==> src/rtl/sram_frame_loader.sv <==
// sram_frame_loader
//   Write side of the shared frame SRAM. Takes a 24-bit RGB pixel stream over a
//   valid/ready handshake, packs each pixel to RGB565 and writes one frame
//   sequentially from BASE_ADDR. Each pixel costs at least four cycles:
//   accept, address/data setup, one-cycle write strobe, hold.
//
//   Optional build macro: LOADER_CHECKSUM_EN
//     defined   -> o_checksum is the 16-bit wrapping sum of every word written
//                  since the last accepted start
//     undefined -> o_checksum is tied to 0 and no accumulator is built
//
// Ports
//   i_clk, i_rst_n       clock, asynchronous active-low reset
//   i_start              pulse; starts a frame load when idle
//   i_abort              pulse; terminates a load in progress
//   i_pixel              {R[7:0],G[7:0],B[7:0]}
//   i_pixel_valid        i_pixel holds a pixel
//   o_pixel_ready        pixel accepted on this cycle if i_pixel_valid
//   o_sram_writing       write strobe; the top uses it for WE_N and bus select
//   o_sram_addr          write word address
//   o_sram_data          write data, RGB565
//   o_busy               load in progress (low in IDLE and DONE)
//   o_done               one-cycle pulse after the final write
//   o_checksum           frame checksum (see macro above)
//
// state  | meaning
// -------+-------------------------------------------------------------
// IDLE   | waiting for i_start
// ACCEPT | ready high, waiting for a pixel
// SETUP  | address/data driven, strobe low
// PULSE  | write strobe high for one cycle
// HOLD   | strobe low, address/data held; advance or finish
// DONE   | o_done pulse
module sram_frame_loader #(
  parameter int unsigned         ADDR_W    = 20,
  parameter int unsigned         FRAME_W   = 640,
  parameter int unsigned         FRAME_H   = 480,
  parameter logic [ADDR_W-1:0]   BASE_ADDR = '0
) (
  input  logic              i_clk,
  input  logic              i_rst_n,
  input  logic              i_start,
  input  logic              i_abort,
  input  logic [23:0]       i_pixel,
  input  logic              i_pixel_valid,
  output logic              o_pixel_ready,
  output logic              o_sram_writing,
  output logic [ADDR_W-1:0] o_sram_addr,
  output logic [15:0]       o_sram_data,
  output logic              o_busy,
  output logic              o_done,
  output logic [15:0]       o_checksum
);

  localparam int unsigned       PIX_COUNT = FRAME_W * FRAME_H;
  localparam logic [ADDR_W-1:0] LAST_IDX  = ADDR_W'(PIX_COUNT - 1);

  typedef enum logic [2:0] {
    S_IDLE,
    S_ACCEPT,
    S_SETUP,
    S_PULSE,
    S_HOLD,
    S_DONE
  } state_t;

  state_t            state_q, state_d;
  logic [ADDR_W-1:0] index_q;
  logic [ADDR_W-1:0] addr_q;
  logic [15:0]       data_q;
  logic              abort_pend_q;
  logic              ready_q, writing_q, busy_q, done_q;
  logic              take_pixel;

  // Only the upper bits of each colour survive the RGB565 packing.
  logic unused_pixel_bits;
  assign unused_pixel_bits = ^{i_pixel[18:16], i_pixel[9:8], i_pixel[2:0]};

  // An abort in the same cycle as a valid pixel wins, so the pixel is not taken.
  assign take_pixel = (state_q == S_ACCEPT) && i_pixel_valid && !i_abort;

  always_comb begin
    state_d = state_q;
    case (state_q)
      S_IDLE:   if (i_start) state_d = S_ACCEPT;
      S_ACCEPT: begin
        if (i_abort)            state_d = S_IDLE;
        else if (i_pixel_valid) state_d = S_SETUP;
      end
      S_SETUP:  state_d = i_abort ? S_IDLE : S_PULSE;
      // An abort during the strobe must not truncate the write; it is
      // remembered and honoured once the hold cycle is done.
      S_PULSE:  state_d = S_HOLD;
      S_HOLD: begin
        if (abort_pend_q || i_abort) state_d = S_IDLE;
        else if (index_q == LAST_IDX) state_d = S_DONE;
        else                          state_d = S_ACCEPT;
      end
      S_DONE:   state_d = S_IDLE;
      default:  state_d = S_IDLE;
    endcase
  end

  always_ff @(posedge i_clk or negedge i_rst_n) begin
    if (!i_rst_n) begin
      state_q <= S_IDLE;
    end else begin
      state_q <= state_d;
    end
  end

  // Status outputs are registered from the next state so each one is a clean
  // flop output and lines up exactly with the state it describes.
  always_ff @(posedge i_clk or negedge i_rst_n) begin
    if (!i_rst_n) begin
      ready_q   <= 1'b0;
      writing_q <= 1'b0;
      busy_q    <= 1'b0;
      done_q    <= 1'b0;
    end else begin
      ready_q   <= (state_d == S_ACCEPT);
      writing_q <= (state_d == S_PULSE);
      busy_q    <= (state_d != S_IDLE) && (state_d != S_DONE);
      done_q    <= (state_d == S_DONE);
    end
  end

  always_ff @(posedge i_clk or negedge i_rst_n) begin
    if (!i_rst_n) begin
      index_q      <= '0;
      abort_pend_q <= 1'b0;
    end else begin
      if (state_q == S_IDLE && i_start) begin
        index_q <= '0;
      end else if (state_q == S_HOLD && state_d == S_ACCEPT) begin
        index_q <= index_q + 1'b1;
      end

      if (state_q == S_PULSE && i_abort) begin
        abort_pend_q <= 1'b1;
      end else if (state_q == S_IDLE) begin
        abort_pend_q <= 1'b0;
      end
    end
  end

  // Address and data only move on entry to SETUP; the read path owns the bus
  // whenever the strobe is low, so holding them elsewhere is harmless.
  always_ff @(posedge i_clk or negedge i_rst_n) begin
    if (!i_rst_n) begin
      addr_q <= '0;
      data_q <= '0;
    end else if (take_pixel) begin
      addr_q <= BASE_ADDR + index_q;
      data_q <= {i_pixel[23:19], i_pixel[15:10], i_pixel[7:3]};
    end
  end

`ifdef LOADER_CHECKSUM_EN
  logic [15:0] checksum_q;

  always_ff @(posedge i_clk or negedge i_rst_n) begin
    if (!i_rst_n) begin
      checksum_q <= '0;
    end else if (state_q == S_IDLE && i_start) begin
      checksum_q <= '0;
    end else if (state_q == S_PULSE) begin
      checksum_q <= checksum_q + data_q;
    end
  end

  assign o_checksum = checksum_q;
`else
  assign o_checksum = '0;
`endif

  assign o_pixel_ready  = ready_q;
  assign o_sram_writing = writing_q;
  assign o_sram_addr    = addr_q;
  assign o_sram_data    = data_q;
  assign o_busy         = busy_q;
  assign o_done         = done_q;

endmodule

==> config.mk <==
export PLATFORM = sky130hd
export DESIGN_NAME = sram_frame_loader
export DESIGN_NICKNAME = d
export VERILOG_FILES = /design/src/rtl/sram_frame_loader.sv
export SDC_FILE = /design/constraint.sdc
export NUM_CORES = 1
export LEC_CHECK = 0
export ABC_AREA = 0
export BUFFER_PORTS_ARGS = -buffer_cell sky130_fd_sc_hd__buf_2
export CAP_MARGIN = 20
export CORE_MARGIN = 2
export CORE_UTILIZATION = 35
export DETAILED_ROUTE_END_ITERATION = 8
export SYNTH_ARGS = -nofsm -noshare
export SYNTH_HDL_FRONTEND = slang
export SYNTH_SLANG_ARGS = --single-unit
==> constraint.sdc <==
create_clock -name i_clk -period 1.9 [get_ports i_clk]
set_input_delay 0 -clock i_clk [delete_from_list [all_inputs] [get_ports i_clk]]
set_output_delay 0 -clock i_clk [all_outputs]
set_load 0.03 [all_outputs]
==> results.py <==
metrics = {
    "clocking": {
        "cts_tree": "built",
        "cts_max_path_buffers": 2,
        "clkSinkCount": 64,
        "cts_root_buf": "clkbuf_8",
        "cts_buffers": 9,
        "htreeDepth": 3,
        "path_clk_slew_ns": 0.07,
        "clk_latency_ns": 0.34,
    },
    "grt": {
        "overflow": 0,
        "met2_usage": 0.242,
        "grt_use_met1": 0.171,
        "grt_usage": 0.142,
        "grt_pass1_wl_mm": 9.90,
        "grt_busiest_layer": "met2",
        "grt_max_degree": 32,
        "use_met3": 0.0564,
        "grt_pass1_vias": 2065,
        "antenna_found_initial": 0,
    },
    "pwr": {
        "finalPower_mw": 4.43,
        "ir_drop_mv": 0.760,
        "power_density_nw_per_um2": 1120,
        "p_leak_nw": 2.00,
    },
    "synthesis": {
        "ys_warn_count": 0,
        "ys_types": 45,
        "synth_area_um2": 2970,
        "ys_seq_area_frac": 0.540,
        "async_flop_share": 1.00,
        "synth_flop_cell": "dfrtp_1",
        "synth_top_area_share": 0.540,
        "synth_top_area_cell": "dfrtp_1",
        "netlist_instances": 241,
        "synth_edf_count": 0,
        "avgSynthCellArea_um2": 12.3,
        "synth.area.top_cells": "dfrtp_1 (54%), mux2_2 (14%), buf_4 (4.0%)",
        "ys_ff_latch": 64,
    },
    "placement": {
        "port_buffers": 60,
        "dpl.hpwl_mm": 4.11,
        "post-place-ws_ns": 0.0688,
        "gp_congestion": 0.829,
    },
    "critical_path": {
        "crit_path_start_kind": "flip-flop",
        "reg2reg_depth": 6,
        "rrSetupSlack_ns": 0.03,
        "cp_slowest_cell": "or4b_4",
        "critPathKind": "flip-flop to flip-flop",
        "r2r-start": "index_q[14]$_DFFE_PN0P_",
        "endpoint_kind": "flip-flop",
        "crit_buf_inv": 1,
        "rr_endpoint": "index_q[19]$_DFFE_PN0P_",
        "path_cells": "or4b_4 > nor4_4 > buf_4 > nor3_2 > nand4_1 > mux2i_1",
        "critical_path_required_ns": 2.16,
        "worstPathArrival_ns": 2.13,
        "crit_path_max_fanout": 5,
        "max_stage_delay_ns": 0.59,
        "crit_family": "simple AND/OR/NAND/NOR gates",
    },
    "layout": {
        "syn2layout_area_growth_pct": 33.1,
        "fillers": 768,
        "diodes": 0,
        "layout_common_cells": "dfrtp_1 (63), buf_2 (60), mux2_2 (36), buf_4 (21), nor2_1 (20)",
        "final_common_cell": "dfrtp_1",
        "drive_gt1_frac": 0.434,
        "final_net_count": 373,
    },
    "timing": {
        "slew_violations": 0,
        "fmax_mhz": 534,
        "fin_worst_skew_ns": 0.00721,
        "hold_viol_final": 0,
        "setup_viol": 0,
        "period_needed_ns": 1.87,
        "tns_ns": 0,
        "min_period_over_period": 0.985,
        "layout_setup_ws_ns": 0.0289,
        "rsz0062_at_grt": "true",
    },
    "detailed_routing": {
        "drt_first_pass_iters": 4,
        "wl_mm": 6.28,
        "ant_nets": 0,
        "first_iter_violations": 62,
        "drc": 0,
        "vias_per_cell": 4.69,
        "num_vias": 2123,
        "routedWlPerCell_um": 13.9,
    },
    "worst_hold_path": {
        "min_from": "i_abort",
        "whs_endpoint": "o_sram_writing$_DFF_PN0_",
        "hold_class": "primary input to flip-flop",
        "min_path_cells": 3,
    },
    "floorplanning": {
        "die_h_um": 96.1,
        "dieWidth_um": 96.1,
        "io_pins": 85,
        "core_um2": 8220,
        "start_util": 0.361,
        "die-area_um2": 9230,
        "rows": 33,
    },
    "run": {
        "maxCapViolCount": 0,
    },
    "run_status": {
        "status": "finished clean",
    },
}
-- cell usage after synthesis, drive strengths merged (2+ instances only) --
| cell | number |
|---|---|
| and4 | 3 |
| mux2 | 36 |
| mux2i | 6 |
| xnor2 | 11 |
| o21ai | 3 |
| a211oi | 2 |
| nor3b | 3 |
| clkbuf | 2 |
| nor2 | 21 |
| nand2 | 17 |
| dfrtp | 64 |
| and3 | 3 |
| inv | 2 |
| nand3 | 7 |
| and4b | 2 |
| nand4 | 5 |
| buf | 22 |
| and2 | 2 |
| nor4 | 6 |
| a21oi | 5 |
| or4b | 2 |
-- worst max path at each step --
stage	from	slack (ns)	endpoint	cells past startpoint
2_1_floorplan	index_q[17]$_DFFE_PN0P_	0.22	index_q[6]$_DFFE_PN0P_	5
3_3_place_gp	index_q[17]$_DFFE_PN0P_	0.1	index_q[6]$_DFFE_PN0P_	5
3_5_place_dp	index_q[17]$_DFFE_PN0P_	0.07	index_q[6]$_DFFE_PN0P_	5
4_1_cts	index_q[17]$_DFFE_PN0P_	0.03	index_q[14]$_DFFE_PN0P_	5
5_1_grt	index_q[14]$_DFFE_PN0P_	-0.04	index_q[19]$_DFFE_PN0P_	6
6_report	index_q[14]$_DFFE_PN0P_	0.03	index_q[19]$_DFFE_PN0P_	6
-- worst register-to-register path, stage by stage (launching register included) --
cell and delay, ns:
dfrtp_1 0.39, or4b_4 0.59, nor4_4 0.28, buf_4 0.19
nor3_2 0.06, nand4_1 0.12, mux2i_1 0.19
-- power breakdown --
group | internal, mW | switching (mW)
combinational | 0.479 | 0.817
clock | 0.873 | 0.546
sequential | 1.59 | 0.130
total | 2.94 | 1.49
-- stage by stage --
step / cell area [um2] / utilization / hold WS (ns) / std cells
floorplan: 3020 / - / -0.296 / 256
global placement: 3470 / 0.423 / -0.0539 / 416
detailed placement: 3470 / 0.423 / -0.0466 / 416
CTS: 3890 / 0.473 / 0.00324 / 449
global route: 3950 / 0.481 / 0.0271 / 453
finish: 3950 / 0.481 / 0.0150 / 453
-- state kept, by name, indices dropped and copies added (netlist names) --
name / count
o_sram_data: 16
state_q: 3
o_pixel_ready: 1
o_done: 1
o_busy: 1
index_q: 20
abort_pend_q: 1
o_sram_addr: 20
o_sram_writing: 1
-- final cells by class --
| cell class | count | area (um2) | area share |
|---|---|---|---|
| inverters | 2 | 7.51 | 0.00190 |
| clock buffers | 9 | 124 | 0.0314 |
| clock inverters | 7 | 120 | 0.0304 |
| flip-flops and latches | 64 | 1600 | 0.406 |
| repair buffers | 100 | 668 | 0.169 |
| well taps | 105 | 131 | 0.0333 |
| multi-input cells | 166 | 1290 | 0.328 |
-- routing by layer --
layer  vias to the layer above  part of all wire
met5                         -                 0
met4                         0            0.0086
met3                         9             0.051
met2                        62              0.49
met1                      1026              0.45
li1                       1026                 -
-- repair_timing --
action / in CTS / in global routing
hold buffers: 17 / 0
setup buffers: 0 / 4
setup endpoints to repair: 0 / 10
gates resized for setup: 0 / 7
hold endpoints to repair: 77 / 0
-- kinds of logic after synthesis --
kind of cell / after synthesis / synth area share
AND/OR/NAND/NOR: 80 / 0.172
flip-flops: 64 / 0.540
adder cells (fa/ha/maj): 1 / 0.00422
other: 1 / 0.00126
multiplexers: 42 / 0.157
XOR/XNOR: 12 / 0.0354
AO/OA/AOI/OAI: 15 / 0.0346
buffers and inverters: 26 / 0.0557
Note: power is estimated with default switching activity, not from simulation.
